--- src/rtl/rv32i_ctrl_pkg.sv ---
//------------------------------------------------------------------------------
// Module      : rv32i_ctrl_pkg
// Description : Shared types for the RV32I multi-cycle stage sequencer.
//               Defines the sequencer state encoding, the RV32I base opcode
//               values, the fault codes and the instruction-class encoding
//               that the opcode classifier produces.
// Ports       : none (package)
// Revision    : 1.0 - initial release
//------------------------------------------------------------------------------
`timescale 1ns/1ps
`default_nettype none

package rv32i_ctrl_pkg;

  // Sequencer states.
  typedef enum logic [2:0] {
    ST_IDLE      = 3'd0,
    ST_FETCH     = 3'd1,
    ST_DECODE    = 3'd2,
    ST_EXECUTE   = 3'd3,
    ST_MEMORY    = 3'd4,
    ST_WRITEBACK = 3'd5,
    ST_HALT      = 3'd6
  } state_e;

  // RV32I base opcodes (instruction bits [6:0]).
  localparam logic [6:0] c_OPC_LOAD   = 7'b0000011;
  localparam logic [6:0] c_OPC_STORE  = 7'b0100011;
  localparam logic [6:0] c_OPC_BRANCH = 7'b1100011;
  localparam logic [6:0] c_OPC_JAL    = 7'b1101111;
  localparam logic [6:0] c_OPC_JALR   = 7'b1100111;
  localparam logic [6:0] c_OPC_OP     = 7'b0110011;
  localparam logic [6:0] c_OPC_OP_IMM = 7'b0010011;
  localparam logic [6:0] c_OPC_LUI    = 7'b0110111;
  localparam logic [6:0] c_OPC_AUIPC  = 7'b0010111;
  localparam logic [6:0] c_OPC_FENCE  = 7'b0001111;
  localparam logic [6:0] c_OPC_SYSTEM = 7'b1110011;

  // Fault codes reported on o_fault.
  typedef enum logic [1:0] {
    FAULT_NONE    = 2'd0,
    FAULT_ILLEGAL = 2'd1,
    FAULT_IMEM_TO = 2'd2,
    FAULT_DMEM_TO = 2'd3
  } fault_e;

  // Instruction classes; each class selects one stage path after DECODE.
  typedef enum logic [2:0] {
    CLS_ILLEGAL = 3'd0,
    CLS_LOAD    = 3'd1,
    CLS_STORE   = 3'd2,
    CLS_BRANCH  = 3'd3,
    CLS_JUMP    = 3'd4,
    CLS_ALU     = 3'd5,
    CLS_FENCE   = 3'd6,
    CLS_SYSTEM  = 3'd7
  } op_class_e;

endpackage

`default_nettype wire

--- src/rtl/rv32i_op_class.sv ---
//------------------------------------------------------------------------------
// Module      : rv32i_op_class
// Description : Combinational RV32I opcode classifier. Maps the 7-bit major
//               opcode onto the instruction-class encoding used by the
//               sequencer to choose a stage path.
// Ports       : i_opcode [6:0] - major opcode (instruction bits [6:0])
//               o_class  [2:0] - op_class_e encoding of the opcode
// Revision    : 1.0 - initial release
//------------------------------------------------------------------------------
`timescale 1ns/1ps
`default_nettype none

module rv32i_op_class
  import rv32i_ctrl_pkg::*;
(
  input  logic [6:0] i_opcode,
  output logic [2:0] o_class
);

  always_comb begin
    o_class = CLS_ILLEGAL;
    case (i_opcode)
      c_OPC_LOAD:   o_class = CLS_LOAD;
      c_OPC_STORE:  o_class = CLS_STORE;
      c_OPC_BRANCH: o_class = CLS_BRANCH;
      c_OPC_JAL,
      c_OPC_JALR:   o_class = CLS_JUMP;
      c_OPC_OP,
      c_OPC_OP_IMM,
      c_OPC_LUI,
      c_OPC_AUIPC:  o_class = CLS_ALU;
      c_OPC_FENCE:  o_class = CLS_FENCE;
      c_OPC_SYSTEM: o_class = CLS_SYSTEM;
      default:      o_class = CLS_ILLEGAL;
    endcase
  end

endmodule

`default_nettype wire

--- src/rtl/rv32i_stage_sequencer.sv ---
//------------------------------------------------------------------------------
// Module      : rv32i_stage_sequencer
// Description : Multi-cycle controller for the non-pipelined RV32I datapath.
//               Steps each instruction through FETCH, DECODE, EXECUTE, MEMORY
//               and WRITEBACK, skipping the stages its class does not use, and
//               drives stage-register enables, regfile/dmem strobes and the
//               PC / writeback selects. Memory waits are bounded by a timeout
//               that parks the block in HALT with a fault code.
// Ports       : clk, rst            - clock, synchronous active-high reset
//               i_start             - leave IDLE (ignored elsewhere)
//               i_imem_ready        - instruction read data valid
//               i_imem_op [6:0]     - opcode field of instruction read data
//               i_dmem_ready        - data memory access complete
//               i_br_taken          - branch compare result (EXECUTE)
//               o_pc_we, o_pc_sel   - PC load / 0:NPC 1:ALU target
//               o_if_id_we .. o_mem_wb_we - stage register load enables
//               o_reg_we, o_reg_re  - regfile write / store-data read
//               o_dmem_re, o_dmem_we- data memory read / write request
//               o_wb_sel            - 0:memory data 1:ALU result
//               o_busy, o_halted    - activity / HALT state
//               o_fault [1:0]       - 0 none 1 illegal 2 imem TO 3 dmem TO
//               o_retire_pulse      - one cycle per retired instruction
//               o_retire_cnt        - retired-instruction counter (wraps)
// Revision    : 1.0 - initial release
//------------------------------------------------------------------------------
`timescale 1ns/1ps
`default_nettype none

module rv32i_stage_sequencer
  import rv32i_ctrl_pkg::*;
#(
  parameter int MEM_TIMEOUT = 16,
  parameter int RETIRE_W    = 32
) (
  input  logic                clk,
  input  logic                rst,
  input  logic                i_start,
  input  logic                i_imem_ready,
  input  logic [6:0]          i_imem_op,
  input  logic                i_dmem_ready,
  input  logic                i_br_taken,
  output logic                o_pc_we,
  output logic                o_pc_sel,
  output logic                o_if_id_we,
  output logic                o_id_ex_we,
  output logic                o_ex_mem_we,
  output logic                o_mem_wb_we,
  output logic                o_reg_we,
  output logic                o_reg_re,
  output logic                o_dmem_re,
  output logic                o_dmem_we,
  output logic                o_wb_sel,
  output logic                o_busy,
  output logic                o_halted,
  output logic [1:0]          o_fault,
  output logic                o_retire_pulse,
  output logic [RETIRE_W-1:0] o_retire_cnt
);

  // Wait counter only has to reach MEM_TIMEOUT-1.
  localparam int c_WAIT_W = (MEM_TIMEOUT > 1) ? $clog2(MEM_TIMEOUT) : 1;
  localparam logic [c_WAIT_W-1:0] c_WAIT_LAST = c_WAIT_W'(MEM_TIMEOUT - 1);

  state_e                r_state;
  logic [6:0]            r_opcode;
  logic [c_WAIT_W-1:0]   r_wait;
  fault_e                r_fault;
  logic [RETIRE_W-1:0]   r_retire_cnt;

  logic [2:0]            w_class_bits;
  op_class_e             w_class;
  logic                  w_wait_done;
  logic                  w_retire;

  // Classification always works on the latched opcode, never on live imem data.
  rv32i_op_class u_op_class (
    .i_opcode (r_opcode),
    .o_class  (w_class_bits)
  );

  assign w_class     = op_class_e'(w_class_bits);
  assign w_wait_done = (r_wait == c_WAIT_LAST);

  //----------------------------------------------------------------------------
  // Output decode: a function of the state and the latched opcode. The only
  // input terms are the ready qualifiers on exit-edge strobes (so a stalled
  // MEMORY/FETCH never loads a stage register or retires twice) and the branch
  // result selecting the PC source in EXECUTE.
  //----------------------------------------------------------------------------
  always_comb begin
    o_pc_sel    = 1'b0;
    o_if_id_we  = 1'b0;
    o_id_ex_we  = 1'b0;
    o_ex_mem_we = 1'b0;
    o_mem_wb_we = 1'b0;
    o_reg_we    = 1'b0;
    o_reg_re    = 1'b0;
    o_dmem_re   = 1'b0;
    o_dmem_we   = 1'b0;
    o_wb_sel    = 1'b1;
    w_retire    = 1'b0;
    case (r_state)
      ST_FETCH: begin
        o_if_id_we = i_imem_ready;
      end
      ST_DECODE: begin
        o_id_ex_we = 1'b1;
        // FENCE is a no-op on this datapath and retires here.
        w_retire   = (w_class == CLS_FENCE);
      end
      ST_EXECUTE: begin
        o_ex_mem_we = 1'b1;
        if (w_class == CLS_BRANCH) begin
          w_retire = 1'b1;
          o_pc_sel = i_br_taken;
        end
      end
      ST_MEMORY: begin
        o_mem_wb_we = i_dmem_ready;
        if (w_class == CLS_LOAD) begin
          o_dmem_re = 1'b1;
          o_wb_sel  = 1'b0;
        end else if (w_class == CLS_STORE) begin
          o_dmem_we = 1'b1;
          o_reg_re  = 1'b1;
          // A store retires in MEMORY, but only on the completing cycle.
          w_retire  = i_dmem_ready;
        end
      end
      ST_WRITEBACK: begin
        w_retire = 1'b1;
        o_reg_we = 1'b1;
        o_pc_sel = (w_class == CLS_JUMP);
        o_wb_sel = (w_class != CLS_LOAD);
      end
      default: ;
    endcase
  end

  assign o_pc_we        = w_retire;
  assign o_retire_pulse = w_retire;
  assign o_busy         = (r_state != ST_IDLE) && (r_state != ST_HALT);
  assign o_halted       = (r_state == ST_HALT);
  assign o_fault        = r_fault;
  assign o_retire_cnt   = r_retire_cnt;

  //----------------------------------------------------------------------------
  // State, opcode latch, wait counter and retire counter.
  // r_wait defaults to zero every cycle and only advances while a wait state
  // is held, which clears it on every state entry.
  //----------------------------------------------------------------------------
  always_ff @(posedge clk) begin
    if (rst) begin
      r_state      <= ST_IDLE;
      r_opcode     <= '0;
      r_wait       <= '0;
      r_fault      <= FAULT_NONE;
      r_retire_cnt <= '0;
    end else begin
      r_wait <= '0;
      if (w_retire) begin
        r_retire_cnt <= r_retire_cnt + RETIRE_W'(1);
      end
      case (r_state)
        ST_IDLE: begin
          if (i_start) r_state <= ST_FETCH;
        end
        ST_FETCH: begin
          // Ready takes priority over a coincident timeout.
          if (i_imem_ready) begin
            r_opcode <= i_imem_op;
            r_state  <= ST_DECODE;
          end else if (w_wait_done) begin
            r_state  <= ST_HALT;
            r_fault  <= FAULT_IMEM_TO;
          end else begin
            r_wait   <= r_wait + c_WAIT_W'(1);
          end
        end
        ST_DECODE: begin
          case (w_class)
            CLS_FENCE:   r_state <= ST_FETCH;
            CLS_SYSTEM:  r_state <= ST_HALT;
            CLS_ILLEGAL: begin
              r_state <= ST_HALT;
              r_fault <= FAULT_ILLEGAL;
            end
            default:     r_state <= ST_EXECUTE;
          endcase
        end
        ST_EXECUTE: begin
          case (w_class)
            CLS_BRANCH:          r_state <= ST_FETCH;
            CLS_LOAD, CLS_STORE: r_state <= ST_MEMORY;
            default:             r_state <= ST_WRITEBACK;
          endcase
        end
        ST_MEMORY: begin
          if (i_dmem_ready) begin
            r_state <= (w_class == CLS_LOAD) ? ST_WRITEBACK : ST_FETCH;
          end else if (w_wait_done) begin
            r_state <= ST_HALT;
            r_fault <= FAULT_DMEM_TO;
          end else begin
            r_wait  <= r_wait + c_WAIT_W'(1);
          end
        end
        ST_WRITEBACK: begin
          r_state <= ST_FETCH;
        end
        ST_HALT: begin
          // Terminal until reset; start is deliberately not decoded here.
          r_state <= ST_HALT;
        end
        default: begin
          r_state <= ST_IDLE;
        end
      endcase
    end
  end

endmodule

`default_nettype wire

--- config.mk ---
export PLATFORM = sky130hd
export DESIGN_NAME = rv32i_stage_sequencer
export DESIGN_NICKNAME = d
export VERILOG_FILES = /design/src/rtl/rv32i_ctrl_pkg.sv /design/src/rtl/rv32i_op_class.sv /design/src/rtl/rv32i_stage_sequencer.sv
export SDC_FILE = /design/constraint.sdc
export NUM_CORES = 1
export LEC_CHECK = 0
export ABC_AREA = 1
export ABC_CLOCK_PERIOD_IN_PS = 1920
export CAP_MARGIN = 40
export CORE_AREA = 2 2 79 81
export DETAILED_ROUTE_END_ITERATION = 6
export DIE_AREA = 0 0 81 83
export DONT_BUFFER_PORTS = 1
export PLACE_DENSITY = 0.68
export SYNTH_ARGS = -nofsm -noshare
export SYNTH_HDL_FRONTEND = slang
export SYNTH_SLANG_ARGS = --single-unit
--- constraint.sdc ---
create_clock -name clk -period 1.92 [get_ports clk]
set_input_delay 0.096 -clock clk [delete_from_list [all_inputs] [get_ports clk]]
set_output_delay 0.096 -clock clk [all_outputs]
set_load 0.05 [all_outputs]
==> impl_results.md, run 1 <==
* Power per standard cell area at 522 nW/um^2
* Min-Delay Path Class: primary input to flop
* Core area at 5820 sq um
* Area Growth Syn to Fin at 21.8%
* Finished Layout Cells at 648
* Die Width at 81 um
* Final Skew at 0.00701 ns
* Commonest cells post-synth: nand2_1, nor2_1, dfxtp_1
* Final worst path period need at 1.86 ns
* Area leader, netlist: dfxtp_1
* Largest cells by area after synthesis: dfxtp_1, nand2_1, nor2_1
* CTS Buffer Depth at 2
* FILL cells at 560
* Final Hold Fails at 0
* Peak supply drop at 375 uV
* Initial DRT Pass Iterations at 5
* Clk_lat worst skew at 0.31 ns
* WP data required at 1.82 ns
* Final setup margin at 0.0594 ns
* Crit path launch type: flop
* Max-cap viol count at 0
* Layout net count at 589
* First-pass GRT wire length at 13.9 mm
* Mapped Area at 3100 sq um
* CTS tree: built
* H-tree Lvls at 2
* TritonCTS Buffers at 5
* Post-DP HPWL at 6.48 mm
* Drt drc at 0
* Share of layout cells above drive strength 1 at 16.2%
* Post-route ant nets at 0
* Post-synth top area share at 31.0%
* WP data arrival at 1.76 ns
* Ports at 61
* Vias/cell at 5.32
* Routed len/inst at 13.5 um
* Dpl ws at 0.203 ns
* Post-synth EDFFs at 0
* Initial antenna violation count at 0
* Clk sinks at 48
* Slew HR at 66.3%
* I/O Buffers at 0
* DP Area at 3550 sq um
* CP max FO at 7
* # diodes at 0
* Synth cell types at 28
* DR iter-0 viols at 215
* Ys Warns at 0
* Syn nets at 530
* Crit Path Class: flop to output port
* RSZ-0062 raised after global routing: yes
* Largest net degree at the start of global routing at 34
* Post-synthesis register bit count at 48
* Post-synthesis async set-or-reset flop share at 0%
* Drt total wl at 8.73 mm
* Vias in the first global route at 3029
* Vias at 3448
* GRT overflow at 0
* Post-layout instance area at 3770 sq um
* Gpl congestion at 0.925
* Top-count cell post-synth: nand2_1
* Die Height at 83 um
* Initial cell density of the core at 53.2%
* Worst Setup End Kind: output port
* Period utilization at 96.9%
* Final TNS setup at 0 ns
* Clock slew at reported path FFs at 0.09 ns
* Final setup viols at 0
* Cell count after synthesis at 514
* Slew @ Worst Pin at 0.504 ns
* Top_reg_cell synth: dfxtp_1
* Highest Clock Rate at 537 MHz
* Row count at 28
* Sequential-to-total area share from yosys stat at 31.0%
* Placed cell count at 631
* Max-slew violations at 0
* Final core occ at 64.8%
* Avg Synthesized Cell Area at 6.02 sq um
* Total GRT Usage at 25.8%
* LEAKAGE at 1.51 nW
* Root buffer cell: clkbuf_8
* Status: complete, no violations
* Die area at 6720 sq um
## flip-flops by register name, indices dropped and copies added (netlist names)
signal and flops:
o_fault 2, r_state 3, r_wait 4, o_retire_cnt 32, r_opcode 7
## where the power goes
group	internal (mW)	switching (mW)
logic	0.0783	0.162
clock network	0.322	0.347
registers	1.02	0.0388
## path summary, 6_finish.rpt
kind | startpoint | endpoint | slack, ns | cells past startpoint
worst max-delay path | r_state[0] | o_pc_we | 0.06 | 8
worst min-delay path | i_imem_op[3] | r_opcode[3] | 0.009 | 2
worst max register to register | r_state[0] | o_retire_cnt[29] | 0.15 | 11
worst min register to register | r_wait[0] | r_wait[0] | 0.47 | 1
## logic make-up after synthesis
logic type	after synthesis	share of synthesized area [%]
buffers and inverters	55	7.76
AO/OA/AOI/OAI	66	11.2
flip-flops	48	31.0
AND/OR/NAND/NOR	331	45.7
adder cells (fa/ha/maj)	3	1.21
XOR/XNOR	11	3.11
## area by class of cell
type / instances / area, sq um / area share (%)
Multi-Input combinational cell: 411 / 1940 / 51.5
Sequential cell: 48 / 966 / 25.6
Timing Repair Buffer: 66 / 520 / 13.8
Inverter: 41 / 154 / 4.08
Clock buffer: 7 / 96.3 / 2.55
Tap cell: 75 / 93.8 / 2.49
## cell usage in the layout (no fill, tap or decap), types with 5 or more instances in the layout
cell type        n
inv_1           37
clkbuf_8         7
buf_4           60
nand3_1         39
nor2_1          80
nand3b_1        13
nand2_1        179
dlygate4sd3_1    5
xnor2_1          7
a21oi_1         43
dfxtp_1         44
o21ai_0         16
## routing by layer
layer	vias to the layer above	share of wire [%]	track usage, %	routed length (um)
li1	1754	-	-	-
met1	1547	48	37.4	4200
met2	131	43	38.1	3760
met3	16	7.1	5.43	617
met4	0	1.8	7.86	156
met5	-	0	0	0
## repair_timing
action                     in CTS  in global routing
setup endpoints to repair       2                 22
pin swaps                       1                  1
gates resized for setup         0                  9
hold endpoints to repair       36                  0
hold buffers                    6                  0
setup buffers                   3                  1
## worst max-delay path, stage by stage (launching register included)
cell and delay, ns:
dfxtp_1 0.38, nor2_2 0.21, nand2_4 0.15, nor2_8 0.12, nand2_1 0.06, nand2_1 0.11, nor2_4 0.06, nor2_8 0.15
buf_4 0.22
## through the flow
stage               power (mW)  hold WS [ns]
floorplan                 1.24         0.241
global placement          1.29         0.169
detailed placement        1.29         0.171
CTS                       1.97       0.00626
global route              2.04        0.0293
finish                    1.97       0.00940
Note: power is estimated with default switching activity, not from simulation.
==> run 2: changes to the inputs <==
CAP_MARGIN = 20   (was 40)
PLACE_DENSITY = not set   (was 0.68)
PLACE_DENSITY_LB_ADDON = 0.25   (was not set)
==> impl_results.md, run 2 (synthesized netlist as in run 1, its figures left out) <==
* H-tree Lvls at 2 (unchanged)
* Die Width at 81 um (unchanged)
* Max reg flops at 32 (unchanged)
* Post-DP HPWL at 6.42 mm (was 6.48 mm)
* Power per standard cell area at 508 nW/um^2 (was 522 nW/um^2)
* Status: complete, no violations (unchanged)
* Clk_lat worst skew at 0.30 ns (was 0.31 ns)
* CP max-delay cell: dfxtp_1 (unchanged)
* Reg2Reg Depth at 10 (was 11)
* GRT overflow at 0 (unchanged)
* WP data arrival at 1.73 ns (was 1.76 ns)
* Max-slew violations at 0 (unchanged)
* Finished Layout Cells at 641 (was 648)
* DP Area at 3530 sq um (was 3550 sq um)
* Peak supply drop at 316 uV (was 375 uV)
* Max-cap viol count at 0 (unchanged)
* Clk sinks at 48 (unchanged)
* Post-layout instance area at 3700 sq um (was 3770 sq um)
* Int Pwr at 1.34 mW (was 1.42 mW)
* Largest net degree at the start of global routing at 34 (unchanged)
* Slew @ Worst Pin at 0.502 ns (was 0.504 ns)
* Layout net count at 582 (was 589)
* Die area at 6720 sq um (unchanged)
* Vias/cell at 5.33 (was 5.32)
* CP Cell Sequence: inv_1 > nand3_2 > nor2_2 > nand2_1 > nand2_1 > nor2_4 > nor2_8 > buf_4 (was nor2_2 > nand2_4 > nor2_8 > nand2_1 > nand2_1 > nor2_4 > nor2_8 > buf_4)
* Comb power frac at 11.4% (was 12.2%)
* Crit path largest cell delay at 0.34 ns (was 0.38 ns)
* Clock share of power at 31.5% (was 34.0%)
* Share of layout cells above drive strength 1 at 15.5% (was 16.2%)
* Area Growth Syn to Fin at 19.4% (was 21.8%)
* Worst reg-to-reg setup slack at 0.18 ns (was 0.15 ns)
* Period utilization at 95.3% (was 96.9%)
* Core area at 5820 sq um (unchanged)
* Routed len/inst at 13.3 um (was 13.5 um)
* WP buf/inv at 2 (was 1)
* R2r endpoint: o_retire_cnt[26] (was o_retire_cnt[29])
* Highest Clock Rate at 546 MHz (was 537 MHz)
* CTS tree: built (unchanged)
* Worst Setup End Kind: output port (unchanged)
* Register share of total power at 57.0% (was 53.8%)
* # diodes at 0 (unchanged)
* Vias at 3417 (was 3448)
* FILL cells at 585 (was 560)
* Worst Setup EP: o_pc_we (unchanged)
* Switching pwr at 0.541 mW (was 0.548 mW)
* Most used cell, CP: nand2_1
* Most frequent cells in the layout: nand2_1, nor2_1, buf_4 (unchanged)
* WP data required at 1.82 ns (about the same)
* Final Skew at 0.0141 ns (was 0.00701 ns)
* I/O Buffers at 0 (unchanged)
* Drt drc at 0 (unchanged)
* First-pass GRT wire length at 14.0 mm (was 13.9 mm)
* Gpl congestion at 0.933 (was 0.925)
* Worst r2r src: o_retire_cnt[0] (was r_state[0])
* LEAKAGE at 1.48 nW (was 1.51 nW)
* Final core occ at 63.6% (was 64.8%)
* Crit-path leading delay family: simple AND/OR/NAND/NOR gates (unchanged)
* Final setup viols at 0 (unchanged)
* Root buffer cell: clkbuf_8 (unchanged)
* Vias in the first global route at 3089 (was 3029)
* CP max FO at 5 (was 7)
* CP startpoint: r_opcode[4] (was r_state[0])
* Sw Share at 28.8% (was 27.8%)
* Placed cell count at 629 (was 631)
* RSZ-0062 raised after global routing: yes (unchanged)
* Final Hold Fails at 0 (unchanged)
* Row count at 28 (unchanged)
* Ports at 61 (unchanged)
* Slew HR at 66.5% (was 66.3%)
* Commonest non-fill, non-tap cell in the layout: nand2_1 (unchanged)
* Register area at 967 sq um (was 966 sq um)
* CTS Buffer Depth at 2 (unchanged)
* Initial DRT Pass Iterations at 7 (was 5)
* TritonCTS Buffers at 5 (unchanged)
* Clock slew at reported path FFs at 0.08 ns (was 0.09 ns)
* Drt total wl at 8.56 mm (was 8.73 mm)
* Total GRT Usage at 25.6% (was 25.8%)
* Crit Path Class: flop to output port (unchanged)
* Initial cell density of the core at 53.2% (unchanged)
* Min-Delay Path Class: primary input to flop (unchanged)
* Stages on the worst setup path at 8 (unchanged)
* Crit path launch type: flop (unchanged)
* Die Height at 83 um (unchanged)
* Area of the multi-input gates at 1940 sq um (about the same)
* Final TNS setup at 0 ns (unchanged)
* Final worst path period need at 1.83 ns (was 1.86 ns)
* Hold Slack at 0.0140 ns (was 0.00940 ns)
* DR iter-0 viols at 265 (was 215)
* Post-route ant nets at 0 (unchanged)
* Initial antenna violation count at 0 (unchanged)
-- run 2: through the flow --
stage | worst slack, ns | total power, mW
2_1_floorplan | -0.0913 | 1.24
3_3_place_gp | 0.208 | 1.28
3_5_place_dp | 0.147 | 1.28
4_1_cts | 0.0290 | 1.88
5_1_grt | -0.0209 | 1.95
6_report | 0.0900 | 1.88
-- run 2: layer usage --
layer,part of all wire (%),global-route usage [%],vias to the layer above
met1,47,37.5,1530
met3,7.2,4.24,11
li1,-,-,1736
met5,0,0,-
met4,1.1,7.24,0
met2,44,38.5,140
-- run 2: how the worst min path moves through the flow --
stage,start,endpoint,slack [ns],depth (start not counted)
3_5_place_dp,rst,o_fault[1],0.17,1
2_1_floorplan,i_imem_op[0],r_opcode[0],0.24,2
5_1_grt,i_imem_op[4],r_opcode[4],0.03,2
6_report,i_imem_op[4],r_opcode[4],0.01,2
3_3_place_gp,rst,o_retire_cnt[2],0.17,1
4_1_cts,i_imem_op[2],r_opcode[2],0.02,2
-- run 2: power groups by stage --
| stage | Combinational [mW] | Clock (mW) | Sequential [mW] |
|---|---|---|---|
| after floorplan | 0.155 | 0 | 1.09 |
| after global placement | 0.187 | 0 | 1.09 |
| after detailed placement | 0.190 | 0 | 1.09 |
| after CTS | 0.210 | 0.605 | 1.07 |
| after global routing | 0.237 | 0.637 | 1.08 |
| final | 0.215 | 0.592 | 1.07 |
-- run 2: timing repair --
action,in CTS,in global routing
endpoints found under the setup margin,2,23
resized for setup,1,9
setup buffers,2,0
hold buffers,3,0
endpoints found under the hold margin,33,0
pin swaps,1,0
-- run 2: cell type report --
class | instances | area share [%]
well taps | 75 | 2.54
inverters | 41 | 4.16
multi-input cells | 411 | 52.6
clock buffers | 6 | 1.96
repair buffers | 59 | 12.5
clock inverters | 1 | 0.135
flip-flops and latches | 48 | 26.2
==> run 3: changes to the inputs <==
ABC_CLOCK_PERIOD_IN_PS = 1580   (was 1920)
clock period = 1.58 ns   (was 1.92 ns; I/O delays follow)
==> impl_results.md, run 3 (synthesized netlist as in run 1, its figures left out) <==
* Crit Path Class: flop to output port (unchanged)
* First-pass GRT wire length at 16.0 mm (was 14.0 mm)
* Peak supply drop at 455 uV (was 316 uV)
* Initial DRT Pass Iterations at 5 (was 7)
* Vias/cell at 5.49 (was 5.33)
* Area of the multi-input gates at 2120 sq um (was 1940 sq um)
* Final TNS setup at -1.23 ns (was 0 ns)
* Placed cell count at 655 (was 629)
* Max-cap viol count at 0 (unchanged)
* Highest Clock Rate at 597 MHz
* Core area at 5820 sq um (unchanged)
* Period utilization at 106%
* Vias at 3781 (was 3417)
* Crit path launch type: flop (unchanged)
* CP max FO at 4 (was 5)
* Post-route ant nets at 0 (unchanged)
* Root buffer cell: clkbuf_8 (unchanged)
* WP data required at 1.50 ns (was 1.82 ns)
* Dpl ws at 0.0503 ns (was 0.147 ns)
* Most used cell, CP: buf_12 (was nand2_1)
* Slew @ Worst Pin at 0.417 ns (was 0.502 ns)
* Total power at 2.43 mW (was 1.88 mW)
* WP buf/inv at 2 (unchanged)
* Drt total wl at 10.3 mm (was 8.56 mm)
* FILL cells at 463 (was 585)
* Drt drc at 0 (unchanged)
* Initial cell density of the core at 53.2% (unchanged)
* Status: complete, but fails checks (was complete, no violations)
* Die Width at 81 um (unchanged)
* Max-slew violations at 0 (unchanged)
* Final Skew at 0.00864 ns (was 0.0141 ns)
* Die Height at 83 um (unchanged)
* Post-DP HPWL at 6.81 mm (was 6.42 mm)
* Final setup margin at -0.0942 ns (was 0.0900 ns)
* LEAKAGE at 1.81 nW (was 1.48 nW)
* CTS Buffer Depth at 2 (unchanged)
* Final worst path period need at 1.67 ns
* Failing checks: negative setup slack
* Crit path largest cell delay at 0.38 ns (was 0.34 ns)
* Total GRT Usage at 29.2% (was 25.6%)
* Final setup viols at 34 (was 0)
* Register area at 1000 sq um (was 967 sq um)
* Clk_lat worst skew at 0.31 ns (was 0.30 ns)
* Clk sinks at 48 (unchanged)
* Worst Setup End Kind: output port (unchanged)
* Crit-path leading delay family: simple AND/OR/NAND/NOR gates (unchanged)
* Finished Layout Cells at 689 (was 641)
* Ports at 61 (unchanged)
* WP data arrival at 1.60 ns (was 1.73 ns)
* Routed len/inst at 15.0 um (was 13.3 um)
* Hold Slack at 0.0303 ns (was 0.0140 ns)
* CP Cell Sequence: nand2_4 > nor2_1 > nand3_2 > nand2_2 > nor2_4 > nor2_8 > buf_12 > buf_12 (was inv_1 > nand3_2 > nor2_2 > nand2_1 > nand2_1 > nor2_4 > nor2_8 > buf_4)
* Gpl congestion at 0.944 (was 0.933)
* H-tree Lvls at 2 (unchanged)
* TritonCTS Buffers at 5 (unchanged)
* I/O Buffers at 0 (unchanged)
* CP max-delay cell: dfxtp_2 (was dfxtp_1)
* RSZ-0062 raised after global routing: yes (unchanged)
* Area Growth Syn to Fin at 42.9% (was 19.4%)
* Slew HR at 71.9% (was 66.5%)
* Final Hold Fails at 0 (unchanged)
* Largest net degree at the start of global routing at 34 (unchanged)
* Min-Delay Path Class: primary input to flop (unchanged)
* Vias in the first global route at 3657 (was 3089)
* Share of layout cells above drive strength 1 at 28.8% (was 15.5%)
* CTS tree: built (unchanged)
* Power per standard cell area at 550 nW/um^2 (was 508 nW/um^2)
* GRT overflow at 0 (unchanged)
* DR iter-0 viols at 239 (was 265)
* Most frequent cells in the layout: nand2_1, buf_4, nor2_1 (was nand2_1, nor2_1, buf_4)
* Die area at 6720 sq um (unchanged)
* Commonest non-fill, non-tap cell in the layout: nand2_1 (unchanged)
* Max reg flops at 32 (unchanged)
* Clock slew at reported path FFs at 0.09 ns (was 0.08 ns)
* # diodes at 0 (unchanged)
* Layout net count at 629 (was 582)
* Initial antenna violation count at 0 (unchanged)
* Row count at 28 (unchanged)
==> run 3: timing repair <==
item / in CTS / in global routing
gates cloned: 0 / 2
endpoints found under the hold margin: 38 / 0
resized for setup: 30 / 29
endpoints found under the setup margin: 8 / 43
pin swaps: 11 / 4
setup buffers: 13 / 2
hold buffers: 9 / 0
==> run 3: final timing paths <==
path	start	to	slack [ns]	cells past startpoint
worst max register to register	r_state[1]	o_retire_cnt[14]	-0.07	7
worst min register to register	r_wait[0]	r_wait[0]	0.47	1
worst min-delay path	rst	o_retire_cnt[25]	0.03	2
worst max-delay path	r_opcode[1]	o_pc_we	-0.09	8
==> run 3: layout make-up <==
type	instances	area share, %
sequential	48	22.6
clock inverter	1	0.0849
timing repair buffer	106	22.0
tap	75	2.12
multi-input combinational	411	48.0
clock buffer	7	1.73
inverter	41	3.48
==> run 3: metal layers <==
layer / GRT usage (%) / vias up / part of all wire [%]
met5: 0 / - / 0
met3: 5.22 / 32 / 7.5
met4: 8.32 / 0 / 2.9
met2: 51.3 / 176 / 51
met1: 35.7 / 1734 / 39
li1: - / 1839 / -
==> run 3: worst register-to-register path: stages, from the launching register on <==
cell	delay, ns
dfxtp_4	0.40
inv_1	0.08
ha_2	0.38
clkinv_1	0.19
nand2_8	0.17
buf_12	0.14
nand2_1	0.06
a21oi_1	0.14
==> run 3: per-stage QoR <==
stage | util [%] | cell area, sq um
after detailed placement | 66.9 | 3890
after floorplan | - | 3240
after CTS | 73.4 | 4270
after global placement | 66.9 | 3890
final | 76.1 | 4420
after global routing | 76.1 | 4420
==> run 3: report_power, final <==
group          internal, mW  switching (mW)
Clock                 0.310           0.429
Sequential             1.24          0.0368
Combinational         0.160           0.263
Total                  1.71           0.728
